File: src/rtl/serial_subtractor_n.sv
// Digit-serial N-bit subtractor: d = ina - inb - bin, DIGIT bits per clock.
// Ports: clk, rst_n, start/ina/inb/bin in; busy, done, d, bout, ovf, zero out.
module serial_subtractor_n #(
  parameter int WIDTH = 8,
  parameter int DIGIT = 1
) (
  input  logic             clk,
  input  logic             rst_n,
  input  logic             start,
  input  logic [WIDTH-1:0] ina,
  input  logic [WIDTH-1:0] inb,
  input  logic             bin,
  output logic             busy,
  output logic             done,
  output logic [WIDTH-1:0] d,
  output logic             bout,
  output logic             ovf,
  output logic             zero
);

  localparam int N  = WIDTH / DIGIT;
  localparam int CW = (N > 1) ? $clog2(N) : 1;

  if (WIDTH < 2 || DIGIT < 1 || (WIDTH % DIGIT) != 0) begin : g_param_err
    $error("serial_subtractor_n: WIDTH must be >= 2 and a multiple of DIGIT");
  end

  typedef enum logic [1:0] {
    IDLE,
    RUN,
    DONE
  } state_t;

  state_t state_q, state_d;

  logic [WIDTH-1:0] a_q, b_q, r_q, d_q;
  logic             br_q, amsb_q, bmsb_q;
  logic             bout_q, ovf_q, zero_q;
  logic [CW-1:0]    cnt_q;

  logic [DIGIT:0]         brc;
  logic [DIGIT-1:0]       dig;
  logic [WIDTH+DIGIT-1:0] r_cat;
  logic [WIDTH-1:0]       r_nxt;
  logic                   last;

  // Ripple chain of full-subtractor cells over the low DIGIT bits.
  assign brc[0] = br_q;

  for (genvar gi = 0; gi < DIGIT; gi++) begin : g_cell
    assign dig[gi] = a_q[gi] ^ b_q[gi] ^ brc[gi];
    assign brc[gi+1] = (~a_q[gi] & b_q[gi])
                     | (~(a_q[gi] ^ b_q[gi]) & brc[gi]);
  end

  // New digit enters at the top; after N shifts r holds the full result.
  assign r_cat = {dig, r_q};
  assign r_nxt = r_cat[WIDTH+DIGIT-1:DIGIT];
  assign last  = (cnt_q == CW'(N - 1));

  always_ff @(posedge clk or negedge rst_n) begin
    if (!rst_n) begin
      state_q <= IDLE;
    end else begin
      state_q <= state_d;
    end
  end

  always_comb begin
    state_d = state_q;
    unique case (state_q)
      IDLE:    if (start) state_d = RUN;
      RUN:     if (last) state_d = DONE;
      DONE:    state_d = IDLE;
      default: state_d = IDLE;
    endcase
  end

  always_ff @(posedge clk or negedge rst_n) begin
    if (!rst_n) begin
      a_q    <= '0;
      b_q    <= '0;
      r_q    <= '0;
      br_q   <= 1'b0;
      amsb_q <= 1'b0;
      bmsb_q <= 1'b0;
      cnt_q  <= '0;
      d_q    <= '0;
      bout_q <= 1'b0;
      ovf_q  <= 1'b0;
      zero_q <= 1'b0;
    end else begin
      unique case (state_q)
        IDLE: begin
          if (start) begin
            a_q    <= ina;
            b_q    <= inb;
            r_q    <= '0;
            br_q   <= bin;
            amsb_q <= ina[WIDTH-1];
            bmsb_q <= inb[WIDTH-1];
            cnt_q  <= '0;
          end
        end
        RUN: begin
          a_q   <= a_q >> DIGIT;
          b_q   <= b_q >> DIGIT;
          r_q   <= r_nxt;
          br_q  <= brc[DIGIT];
          cnt_q <= cnt_q + 1'b1;
          if (last) begin
            d_q    <= r_nxt;
            bout_q <= brc[DIGIT];
            ovf_q  <= (amsb_q != bmsb_q) && (r_nxt[WIDTH-1] != amsb_q);
            zero_q <= ~|r_nxt;
          end
        end
        default: ;
      endcase
    end
  end

  assign busy = (state_q != IDLE);
  assign done = (state_q == DONE);
  assign d    = d_q;
  assign bout = bout_q;
  assign ovf  = ovf_q;
  assign zero = zero_q;

endmodule

File: config.mk
export PLATFORM = sky130hd
export DESIGN_NAME = serial_subtractor_n
export DESIGN_NICKNAME = d
export VERILOG_FILES = /design/src/rtl/serial_subtractor_n.sv
export SDC_FILE = /design/constraint.sdc
export NUM_CORES = 1
export LEC_CHECK = 0
export CORE_MARGIN = 5
export CORE_UTILIZATION = 45
export DETAILED_ROUTE_END_ITERATION = 7
export GPL_ROUTABILITY_DRIVEN = 0
export PLACE_DENSITY = 0.74
export REMOVE_ABC_BUFFERS = 1
export SETUP_SLACK_MARGIN = 0.15
export SLEW_MARGIN = 5
export SYNTH_ARGS = -nofsm -noshare
export SYNTH_HDL_FRONTEND = slang
export SYNTH_SLANG_ARGS = --single-unit
File: constraint.sdc
create_clock -name clk -period 4.8 [get_ports clk]
set_clock_uncertainty 0.1 [all_clocks]
set_input_delay 0.96 -clock clk [delete_from_list [all_inputs] [get_ports clk]]
set_output_delay 0.96 -clock clk [all_outputs]
set_load 0.02 [all_outputs]
==> flow_summary.toml, run 1 <==
[setup_path]
worstPathCellList = "nor2b_1 > clkdlybuf4s50_1"
worstPathArrival_ps = 1990
critPathKind = "reg2out"
cp_slowest_cell = "dfrtp_1"
end_kind = "output pin"
start_kind = "register"
crit_fanout = 22
cp-startpoint = "state_q[1]"
reg2reg_from = "state_q[0]"
crit_required_ps = 3740
max_stage_delay_ps = 840

[yosys]
synth_most_common_cell = "dfrtp_1"
synthTopCellsByArea = "dfrtp_1 (57%), a22oi_1 (5.7%), mux2_2 (4.3%)"
synthCells = 154
synth-xor-area-share = 0
synth_seq_cells = 42
synth_flop_cell = "dfrtp_1"
synthMuxAreaShare = 0.06703
yosys.area.top_type_share = 0.5687
synth_compound_area_frac = 0.1740
ys_types = 25
yosys.area.top_type = "dfrtp_1"
synth-adder-area-share = 0.03521
synth_commonest_cells = "dfrtp_1 (42), nand2_1 (21), a22oi_1 (14)"
synth_edf_count = 0
yosysSeqAreaShare = 0.5687
async_reset_ff_frac = 1.000
yosysWarnings = 0
synth_top_family_by_area = "compound AO/OA/AOI/OAI gates"
avgSynthCellArea_um2 = 12.00
netlist_area_um2 = 1848
synthSimpleGateAreaFrac = 0.1002

[global_routing]
grt_pass1_vias = 1439
grt_max_degree = 43
grt_antenna_before_repair = 0
grt_pass1_wl_um = 6582
grt_remaining_overflow = 0
grt_use_total = 0.1567

[final_layout]
n_antenna_cell = 0
multi_input_area_um2 = 695.7
layout.nets = 207
nFillCells = 348
finalCoreUtilization = 0.5724
regArea_um2 = 1051
syn_to_final_growth_pct = 23.90
drive_gt1_frac = 0.1250

[pwr]
finalPower_mw = 1.492
max-vdd-ir-drop_uv = 270.4
p_leak_nw = 1.026
power_density_nw_per_um2 = 651.6

[routing]
ant_nets = 0
drt_first_iter_violations = 100
wire_per_inst_um = 16.10
wl_um = 3768
drt_first_pass_iters = 4
drc_errors = 0
vias = 1288
via_per_inst = 5.504

[timing]
finalSetupViolations = 0
tns_ps = 0
hold_viol = 0
finalCriticalPeriod_ps = 3045
relSlewSlack = 0.2646
fmax_mhz = 328.4
slew_violations = 0
tightest_slew_ps = 1101
period_share = 0.6344
rsz0062_at_grt = "no"

[die]
ios = 33
dieArea_um2 = 5489
initial_core_util = 0.4620
die_h_um = 74.09
core_region_area_um2 = 4000
placementRows = 23
die_w_um = 74.09

[min_path]
worst_hold_path_type = "reg2reg"
hp-start = "ovf"

[clocking]
clk_path_buf_depth = 2
postCtsSetupBuffers = 0
tritoncts = "yes"
clk_latency_ps = 300
root_buffer = "clkbuf_8"
numCtsBuffers = 5
htree_levels = 2
ctsResizeCount = 0
clk_pin_slew_ps = 80
cts_hold_buf = 0
cts_sinks = 42

[run]
cap_violations = 0

[status]
status = "completed"

[placement]
port_buffers = 32
dpl.hpwl_um = 2668
[critical path: cells and delay by family (launching register included)]
family        cells  cell delay [ps]
simple gates      1              220
flops             1              840
buf+inv           1              630
[area by class of cell]
| class | count | share of cell area |
|---|---|---|
| sequential | 42 | 0.4590 |
| multi-input combinational | 96 | 0.3038 |
| timing repair buffer | 32 | 0.1377 |
| clock buffer | 6 | 0.03607 |
| tap | 50 | 0.02732 |
| clock inverter | 2 | 0.02623 |
| inverter | 6 | 0.009836 |
[cells in the final DEF (no fill, tap or decap), types with 3 or more instances in the layout]
master           Yosys  final
a21oi_1              3      3
a22o_1               8      8
a22oi_1             14     14
clkbuf_8             0      6
clkdlybuf4s50_1      0     31
dfrtp_1             42     42
inv_1                6      6
mux2_2               7      7
mux2_4               3      3
nand2_1             21     21
nor2b_1              4      4
o21ai_0             11     11
o21ai_1              9      9
[per-layer routing]
metal | wire length (µm) | share of wire | GRT usage | vias up
met3 | 207 | 0.055 | 0.04730 | 2
met5 | 0 | 0 | 0 | -
met4 | 26 | 0.0069 | 0.04024 | 0
li1 | - | - | - | 601
met2 | 2009 | 0.53 | 0.2854 | 35
met1 | 1525 | 0.40 | 0.1786 | 650
[report_power, final]
group	total (mW)	switching (mW)	internal (mW)
Clock	0.342	0.120	0.222
Sequential	0.637	0.137	0.500
Combinational	0.513	0.247	0.266
[cells by family after synthesis]
kind of cell / after synthesis
flip-flops: 42
multiplexers: 10
adder cells (fa/ha/maj): 4
AO/OA/AOI/OAI: 48
AND/OR/NAND/NOR: 34
buffers and inverters: 16
[flip-flops by register name, indices dropped and copies added, names as in the netlist, 2 cells and up]
signal   cells
state_q      2
d            8
cnt_q        3
a_q          8
b_q          8
r_q          7
[path summary, 6_finish.rpt]
check	cells past startpoint	to	slack, ps
worst max register to register	3	b_q[5]	2500
max in group asynchronous	1	b_q[0]	3320
worst max-delay path	2	done	1750
worst min register to register	2	ovf	390
min in group asynchronous	1	d[0]	700
worst min-delay path	2	ovf	390
[per-stage QoR]
step	hold WS (ps)	setup slack [ps]	instance area (µm²)	cells
final	388.0	1755	2290	234
after global routing	424.8	1671	2290	234
after CTS	396.9	1736	2290	234
after detailed placement	378.9	1781	2147	226
after global placement	363.3	1904	2147	226
after floorplan	350.2	2664	1769	144
Power figures use the tool's default switching activity.
==> inputs of run 2 (changes only) <==
- PLACE_DENSITY: 0.74 -> 0.77
- clock period: 4.8 -> 2.6 ns (I/O delays scaled with it)
==> run 2 against run 1 <==
Against the previous run: via count about the same; core utilization unchanged; largest cell class unchanged; flip-flop and latch count unchanged; total power increased by 79%; setup slack got worse by 1500 ps; sequential power increased by 79%; combinational power increased by 95%; highest routed layer unchanged; design area unchanged.
==> flow_summary.toml, run 2 (synthesized netlist as in run 1, its figures left out) <==
[status]
status = "completed"

[setup_path]
reg2reg_slack_ps = 740
critPathKind = "reg2out"
crit_fanout = 13
start_kind = "register"
r2r_cells = 3
endpoint = "busy"
cp-startpoint = "state_q[0]"
crit_required_ps = 1980
r2r_end = "cnt_q[1]"
worstPathArrival_ps = 1710
end_kind = "output pin"
reg2reg_from = "state_q[0]"

[final_layout]
final_common_cell = "dfrtp_1"
drive_gt1_frac = 0.1390
final_cell_mix = "dfrtp_1 (42), clkdlybuf4s50_1 (31), nand2_1 (21)"
syn_to_final_growth_pct = 23.90
layout.nets = 211
stdcell_area_um2 = 2290
nFillCells = 315
n_antenna_cell = 0

[clocking]
root_buffer = "clkbuf_8"
ctsResizeCount = 0
clk_pin_slew_ps = 80
clk_latency_ps = 300
postCtsSetupBuffers = 0
htree_levels = 2
tritoncts = "yes"
clk_path_buf_depth = 2
cts_sinks = 42
cts_hold_buf = 0
numCtsBuffers = 5

[routing]
via_per_inst = 5.430
drt_first_iter_violations = 89
wire_per_inst_um = 15.22
met2_length_um = 1779
drc_errors = 0
ant_nets = 0
wl_met3_um = 206
wl_um = 3607
drt-met1-wl_um = 1554
top_layer = "met4"
vias = 1287
drt_first_pass_iters = 4

[die]
die_h_um = 74.09
dieArea_um2 = 5489
core_region_area_um2 = 4000
ios = 33
die_w_um = 74.09
placementRows = 23
initial_core_util = 0.4620

[timing]
finalCriticalPeriod_ps = 2331
rsz0062_at_grt = "no"
fmax_mhz = 429.0
tns_ps = 0
relSlewSlack = 0.3953
hold_viol = 0
tightest_slew_ps = 907.1
finalSetupViolations = 0
slew_violations = 0
period_share = 0.8965

[pwr]
pwr-share-comb = 0.376
power_density_nw_per_um2 = 1163
p_leak_nw = 1.032
clockPowerShare = 0.196
switching_share = 0.3462
p_int_mw = 1.742
p_switching_uw = 922.4
finalPower_mw = 2.664
max-vdd-ir-drop_uv = 531.0
pwr-share-seq = 0.428

[global_routing]
grt_pass1_wl_um = 6313
grt_max_degree = 43
grt_antenna_before_repair = 0
grt_use_total = 0.1535
grt_remaining_overflow = 0
grt_pass1_vias = 1358

[min_path]
worst_hold_path_type = "in2async"

[placement]
dpl.hpwl_um = 2536
port_buffers = 32
placed_cell_area_um2 = 2177

[run]
cap_violations = 0
## run 2: cell count changes in the layout (fill, tap and decap cells not counted)
cell / delta
bufinv_16: -1
buf_4: +4
## run 2: worst max-delay path: stages, from the launching register on
cell	delay (ps)
dfrtp_1	700
nor2_8	50
inv_1	70
clkdlybuf4s50_1	590
## run 2: power groups by stage
| stage | combinational, mW | clock (mW) | sequential (mW) |
|---|---|---|---|
| 6_report | 1.00 | 0.521 | 1.14 |
| 4_1_cts | 1.02 | 0.535 | 1.14 |
| 2_1_floorplan | 0.554 | 0 | 1.20 |
| 3_5_place_dp | 1.02 | 0 | 1.16 |
| 5_1_grt | 1.12 | 0.561 | 1.18 |
| 3_3_place_gp | 0.973 | 0 | 1.13 |
## run 2: cell type report
type	count	area, µm²	area share
Timing Repair Buffer	36	345.3	0.1508
Clock inverter	1	30.03	0.01311
Clock buffer	6	82.58	0.03607
Tap cell	50	62.56	0.02732
Sequential cell	42	1051	0.4590
Inverter	6	22.52	0.009836
Multi-Input combinational cell	96	695.7	0.3038
## run 2: how the worst min path moves through the flow
stage                        end  slack [ps]  cells past startpoint
after CTS                   d[4]         280                      1
final                       d[0]         250                      1
after global routing        d[7]         340                      1
after global placement      zero         370                      2
after detailed placement    zero         370                      2
after floorplan           a_q[0]         120                      0
## run 2: through the flow
step | std cells | worst slack (ps) | hold slack, ps | util
floorplan | 144 | 850.1 | 124.4 | -
global placement | 230 | 617.4 | 365.4 | 0.5443
detailed placement | 230 | 598.0 | 370.1 | 0.5443
CTS | 237 | 254.8 | 284.1 | 0.5724
global route | 237 | 150.3 | 343.0 | 0.5724
finish | 237 | 269.0 | 249.4 | 0.5724
## run 2: per-layer routing
layer / up-vias / track usage
met3: 8 / 0.04459
met2: 33 / 0.2382
li1: 609 / -
met4: 0 / 0.07646
met5: - / 0
met1: 637 / 0.1964
